### src/rtl/uart_pkg.sv
`default_nettype none
// ============================================================================
//  Module      : uart_pkg
//  Description : Shared UART definitions: TX sequencer state encoding, the
//                TX data register bus address, and the default FIFO depth.
//  Revision    : 1.0 - initial release
// ============================================================================
package uart_pkg;

    // Launch sequencer states for the TX buffer
    typedef enum logic [1:0] {
        IDLE   = 2'd0,
        LAUNCH = 2'd1,
        BUSY   = 2'd2
    } tx_state_t;

    // CPU bus address of the TX data register feeding the buffer
    localparam logic [31:0] C_UART_TXDATA_ADDR = 32'h4000_0018;

    // Default TX FIFO depth (entries)
    localparam int C_UART_TXBUF_DEPTH = 16;

endpackage : uart_pkg
`default_nettype wire

### src/rtl/uart_status_sync.sv
`default_nettype none
// ============================================================================
//  Module      : uart_status_sync
//  Description : Multi-flop synchronizer for a UART status level crossing
//                from the baud domain. Flops preset to 1 so that reset
//                reports the sender/receiver as idle.
//  Ports       : clk       - destination clock
//                rst_n     - asynchronous active-low reset
//                i_status  - asynchronous status level
//                o_status  - synchronized status level
//  Revision    : 1.0 - initial release
// ============================================================================
module uart_status_sync #(
    parameter int SYNC_STAGES = 2
) (
    input  logic clk,
    input  logic rst_n,
    input  logic i_status,
    output logic o_status
);

    logic [SYNC_STAGES-1:0] r_sync;

    always_ff @(posedge clk or negedge rst_n) begin
        if (!rst_n) begin
            r_sync <= '1;
        end else begin
            r_sync <= {r_sync[SYNC_STAGES-2:0], i_status};
        end
    end

    assign o_status = r_sync[SYNC_STAGES-1];

endmodule : uart_status_sync
`default_nettype wire

### src/rtl/uart_tx_buffer.sv
`default_nettype none
// ============================================================================
//  Module      : uart_tx_buffer
//  Description : Byte FIFO and launch sequencer in front of the UART sender.
//                The CPU pushes bytes in the sysclk domain; the sequencer
//                hands them to the sender one at a time over the
//                tx_en / tx_status handshake.
//  Ports       : sysclk    - system clock (rising edge)
//                reset_    - asynchronous active-low reset
//                wr_en     - push request
//                wr_data   - byte to push
//                clr_ovf   - clear overflow flag (and statistics)
//                tx_status - sender idle flag, baud domain (1 = idle)
//                tx_en     - launch request to sender (level held)
//                tx_data   - byte presented to sender
//                full      - FIFO holds DEPTH entries
//                empty     - FIFO holds no entries
//                level     - current entry count
//                overflow  - sticky: a push was dropped
//                sent_cnt  - [UART_TXBUF_STATS_EN] bytes handed to sender
//                drop_cnt  - [UART_TXBUF_STATS_EN] dropped pushes, saturating
//  Options     : define UART_TXBUF_STATS_EN to add sent_cnt / drop_cnt
//  Revision    : 1.0 - initial release
// ============================================================================
module uart_tx_buffer
    import uart_pkg::*;
#(
    parameter int DEPTH       = C_UART_TXBUF_DEPTH,
    parameter int AW          = $clog2(DEPTH),
    parameter int SYNC_STAGES = 2
) (
    input  logic          sysclk,
    input  logic          reset_,
    input  logic          wr_en,
    input  logic [7:0]    wr_data,
    input  logic          clr_ovf,
    input  logic          tx_status,
    output logic          tx_en,
    output logic [7:0]    tx_data,
    output logic          full,
    output logic          empty,
    output logic [AW:0]   level,
    output logic          overflow
`ifdef UART_TXBUF_STATS_EN
    ,
    output logic [15:0]   sent_cnt,
    output logic [7:0]    drop_cnt
`endif
);

    logic [7:0]    r_mem [DEPTH];
    logic [AW-1:0] r_wr_ptr;
    logic [AW-1:0] r_rd_ptr;
    logic [AW:0]   r_level;
    tx_state_t     r_state;

    logic          w_st_s;
    logic          w_pop;
    logic          w_push;
    logic          w_drop;

    // ------------------------------------------------------------------
    // Sender status crossing into sysclk
    // ------------------------------------------------------------------
    uart_status_sync #(
        .SYNC_STAGES (SYNC_STAGES)
    ) u_status_sync (
        .clk      (sysclk),
        .rst_n    (reset_),
        .i_status (tx_status),
        .o_status (w_st_s)
    );

    // ------------------------------------------------------------------
    // Handshake decode
    // ------------------------------------------------------------------
    assign full  = (r_level == (AW+1)'(DEPTH));
    assign empty = (r_level == '0);
    assign level = r_level;

    // Pop depends only on registered state, so a byte written this cycle
    // cannot fall through; it is visible to the pop on the next edge.
    assign w_pop  = (r_state == IDLE) && !empty && w_st_s;
    // A pop frees a slot in the same edge, so a full FIFO still accepts.
    assign w_push = wr_en && (!full || w_pop);
    assign w_drop = wr_en && full && !w_pop;

    // ------------------------------------------------------------------
    // FIFO storage (no reset needed; validity is tracked by r_level)
    // ------------------------------------------------------------------
    always_ff @(posedge sysclk) begin
        if (w_push) begin
            r_mem[r_wr_ptr] <= wr_data;
        end
    end

    // ------------------------------------------------------------------
    // Pointers, level and overflow
    // ------------------------------------------------------------------
    always_ff @(posedge sysclk or negedge reset_) begin
        if (!reset_) begin
            r_wr_ptr <= '0;
            r_rd_ptr <= '0;
            r_level  <= '0;
            overflow <= 1'b0;
        end else begin
            if (w_push) begin
                r_wr_ptr <= r_wr_ptr + AW'(1);
            end
            if (w_pop) begin
                r_rd_ptr <= r_rd_ptr + AW'(1);
            end

            if (w_push && !w_pop) begin
                r_level <= r_level + (AW+1)'(1);
            end else if (w_pop && !w_push) begin
                r_level <= r_level - (AW+1)'(1);
            end

            // A drop in the same cycle as a clear must stay visible
            if (w_drop) begin
                overflow <= 1'b1;
            end else if (clr_ovf) begin
                overflow <= 1'b0;
            end
        end
    end

    // ------------------------------------------------------------------
    // Launch sequencer
    // tx_en is level-held through LAUNCH because the sender samples it on
    // its own baud edge; only the synchronized busy indication releases it.
    // ------------------------------------------------------------------
    always_ff @(posedge sysclk or negedge reset_) begin
        if (!reset_) begin
            r_state <= IDLE;
            tx_en   <= 1'b0;
            tx_data <= 8'h00;
        end else begin
            case (r_state)
                IDLE: begin
                    tx_en <= 1'b0;
                    if (w_pop) begin
                        tx_data <= r_mem[r_rd_ptr];
                        tx_en   <= 1'b1;
                        r_state <= LAUNCH;
                    end
                end
                LAUNCH: begin
                    if (!w_st_s) begin
                        tx_en   <= 1'b0;
                        r_state <= BUSY;
                    end
                end
                BUSY: begin
                    tx_en <= 1'b0;
                    if (w_st_s) begin
                        r_state <= IDLE;
                    end
                end
                default: begin
                    tx_en   <= 1'b0;
                    r_state <= IDLE;
                end
            endcase
        end
    end

`ifdef UART_TXBUF_STATS_EN
    // ------------------------------------------------------------------
    // Statistics: clear has priority over any increment
    // ------------------------------------------------------------------
    logic w_sent;
    assign w_sent = (r_state == LAUNCH) && !w_st_s;

    always_ff @(posedge sysclk or negedge reset_) begin
        if (!reset_) begin
            sent_cnt <= 16'h0000;
            drop_cnt <= 8'h00;
        end else if (clr_ovf) begin
            sent_cnt <= 16'h0000;
            drop_cnt <= 8'h00;
        end else begin
            if (w_sent) begin
                sent_cnt <= sent_cnt + 16'h0001;
            end
            if (w_drop && (drop_cnt != 8'hFF)) begin
                drop_cnt <= drop_cnt + 8'h01;
            end
        end
    end
`endif

endmodule : uart_tx_buffer
`default_nettype wire

### config.mk
export PLATFORM = sky130hd
export DESIGN_NAME = uart_tx_buffer
export DESIGN_NICKNAME = d
export VERILOG_FILES = /design/src/rtl/uart_pkg.sv /design/src/rtl/uart_status_sync.sv /design/src/rtl/uart_tx_buffer.sv
export SDC_FILE = /design/constraint.sdc
export NUM_CORES = 1
export LEC_CHECK = 0
export CAP_MARGIN = 20
export CORE_MARGIN = 5
export CORE_UTILIZATION = 52
export CTS_CLUSTER_DIAMETER = 80
export DETAILED_ROUTE_END_ITERATION = 10
export PLACE_DENSITY = 0.69
export RECOVER_POWER = 100
export SETUP_SLACK_MARGIN = 0.4
export SYNTH_ARGS = -nofsm -noshare
export SYNTH_HDL_FRONTEND = slang
export SYNTH_HIERARCHICAL = 1
export SYNTH_SLANG_ARGS = --single-unit
### constraint.sdc
create_clock -name sysclk -period 5.4 [get_ports sysclk]
set_input_delay 1.62 -clock sysclk [delete_from_list [all_inputs] [get_ports sysclk]]
set_output_delay 1.62 -clock sysclk [all_outputs]
set_load 0.01 [all_outputs]
==> results.ini <==
[power]
power_density_nw_per_um2=543
power_mw=3.97
p_leak_nw=2.60
max-vdd-ir-drop_mv=0.322

[synthesis]
syn_nets=362
syn_area_sq_um=6280
syn_avg_cell_area_sq_um=18.6
ys_warn_count=6
synthFlopType=edfxtp_1
synthDistinctLibCells=36
async_flop_share_pct=17.4
synth_cells=338
synth-seq-cells=155
synth.area.mux_share_pct=15.0
yosysSeqAreaShare_pct=72.0
synth_edf_count=128
synth_compound_area_share_pct=2.41
synthAdderAreaFrac_pct=2.31
synthSimpleGateAreaFrac_pct=4.21
synth_xor_area_share_pct=1.53
synth_top_family_by_area=multiplexers

[global_route]
grt_max_degree=36
grt_pass1_wl_um=17000
grt_antenna_before_repair=0
gr-usage-all-layers_pct=16.2
grt.overflow.total=0
grt_pass1_vias=3018

[detailed_routing]
drc=0
dr.pass1.iters=5
vias=2938
drt_wl_total_um=10600
viasPerCell=5.49
route.detailed.wl_per_inst_um=19.8
first_iter_violations=211
postRouteAntennaNets=0

[status]
violations=capacitance limit, slew limit
status=finished with violations

[clock_network]
cts_hold_buf=0
cts.clk_slew.worst_paths_ps=60
h-tree-depth=4
root_buffer=clkbuf_16
numCtsBuffers=17
ctsResizeCount=0
clock_latency_ps=420
cts_tree=built
postCtsSetupBuffers=0
clk_path_buf_depth=2
clock_sinks=155

[worst_setup_path]
reg2reg_from=r_rd_ptr[0]
arrival_ps=4680
path_max_fanout=10
r2r_cells=5
crit_path_cell_trace=dlygate4sd3_1, a21boi_0, ha_1, inv_1, ha_1, a21o_1, a21oi_1, mux2i_1, xnor2_1
worst_path_largest_cell_delay_ps=950
r2r_slack_ps=1630
path_common_cell=ha_1
critPathKind=input port to register
crit_start=wr_en
worst_setup_path_start_kind=input port
crit_path_end_kind=register
required_ps=5740
r2r_end=tx_data[7]
crit_slowest_cell=a21boi_0

[final_layout]
n_antenna_cell=0
fillCellCount=872
layout_commonest_cell=edfxtp_1
final_cell_mix=edfxtp_1, dlygate4sd3_1, mux4_2
layout.nets=399
regArea_sq_um=4520
multi_input_area_sq_um=1600
drive_gt1_share_pct=18.0
fin_cells=535
area_delta_synth_final_pct=16.6

[placed_design]
dp.cells=503
dp_hpwl_um=6900
numPortBuffers=29
place_congestion=0.731

[worst_hold_path]
min_path_type=register to register
holdPathEnd=u_status_sync/r_sync[1]
min_from=u_status_sync/r_sync[0]
min_delay_path_depth=0

[die]
io_pins=30
coreArea_sq_um=11900
die_h_um=120
row_count=40
die-area_sq_um=14400
fp.dieW_um=120
floorplan.initialDensity_pct=52.7

[timing]
worst_slew_pin_slew_ps=2750
finalSetupTns_ps=0
setup_viol=0
slew_headroom_pct=-83.2
max_freq_mhz=231
worst_clock_skew_ps=11.4
finalCritPeriodShare_pct=80.2
maxSlewViolCount=36
rsz0062_at_grt=false
final-hold-violation-count=0
min_period_ps=4330

[job]
maxCapViolCount=1

per-layer routing:
layer	vias up	part of all wire, %	global-route usage (%)
met3	11	3.9	4.76
met4	0	1.6	7.16
met5	-	0	0
li1	1380	-	-
met1	1483	46	21.7
met2	64	49	24.9
power breakdown:
part | internal (mW) | switching (mW) | total, mW | leakage, nW
clock | 0.822 | 0.461 | 1.28 | 0.309
sequential | 1.48 | 0.101 | 1.59 | 1.48
combinational | 0.550 | 0.555 | 1.11 | 0.805
total | 2.86 | 1.12 | 3.97 | 2.60
synth_stat cells (2+ instances only):
library cell    n  area share (%)
a21oi_1         2            0.16
and2_1         13             1.3
buf_2           8            0.64
buf_6           2            0.36
clkbuf_1        3            0.18
dfrtp_1        25              10
dfstp_2         2            0.84
edfxtp_1      128              61
ha_1           10             2.0
inv_1          15            0.90
mux2_2          9             1.6
mux2i_1        10             1.6
mux4_1          6             2.5
mux4_2         26             9.3
nand2_1        22             1.3
nand3_1         2            0.16
nand3b_1        2            0.24
nor2_1          9            0.54
o21ai_0         3            0.24
o21ai_1        16             1.3
xnor2_1         9             1.3
xor2_1          2            0.28
layout make-up:
cell class              instances  share of cell area [%]
inverters                      15                   0.769
well taps                     147                    2.51
clock inverters                14                    2.97
flip-flops and latches        155                    61.8
clock buffers                  18                    5.86
repair buffers                 33                    4.27
multi-input cells             153                    21.8
critical path, delay by kind of cell:
kind	cells	cell delay, ps
AOI/OAI and AO/OA	3	1320
muxes	1	240
adders and majority gates	2	680
xor gates and xnor gates	1	130
buffers and inverters	2	670
cells by family after synthesis:
logic type,count (synthesis)
AOI/OAI and AO/OA,26
xor gates and xnor gates,11
adders and majority gates,11
buffers and inverters,30
DFF,155
muxes,51
and+or+nand+nor,54
stage by stage:
step,instance area (sq um),setup slack (ps),hold WS (ps),util (%)
2_1_floorplan,6280,2100,345,-
3_3_place_gp,6690,1420,347,56.1
3_5_place_dp,6690,1340,347,56.1
4_1_cts,7330,1730,355,61.6
5_1_grt,7320,882,362,61.5
6_report,7320,1070,355,61.5
registers in the layout (all words and copies together), names as in the netlist:
register              count
r_mem                   128
tx_data                   8
level                     5
r_rd_ptr                  4
r_wr_ptr                  4
r_state                   2
u_status_sync/r_sync      2
overflow                  1
tx_en                     1
worst max path at each step:
stage	slack, ps	endpoint	cells past startpoint
2_1_floorplan	2100	level[4]	8
5_1_grt	880	level[4]	9
6_report	1070	level[4]	9
4_1_cts	1730	full	3
3_3_place_gp	1420	level[4]	9
3_5_place_dp	1340	level[4]	9
(Power assumes the default switching activity.)
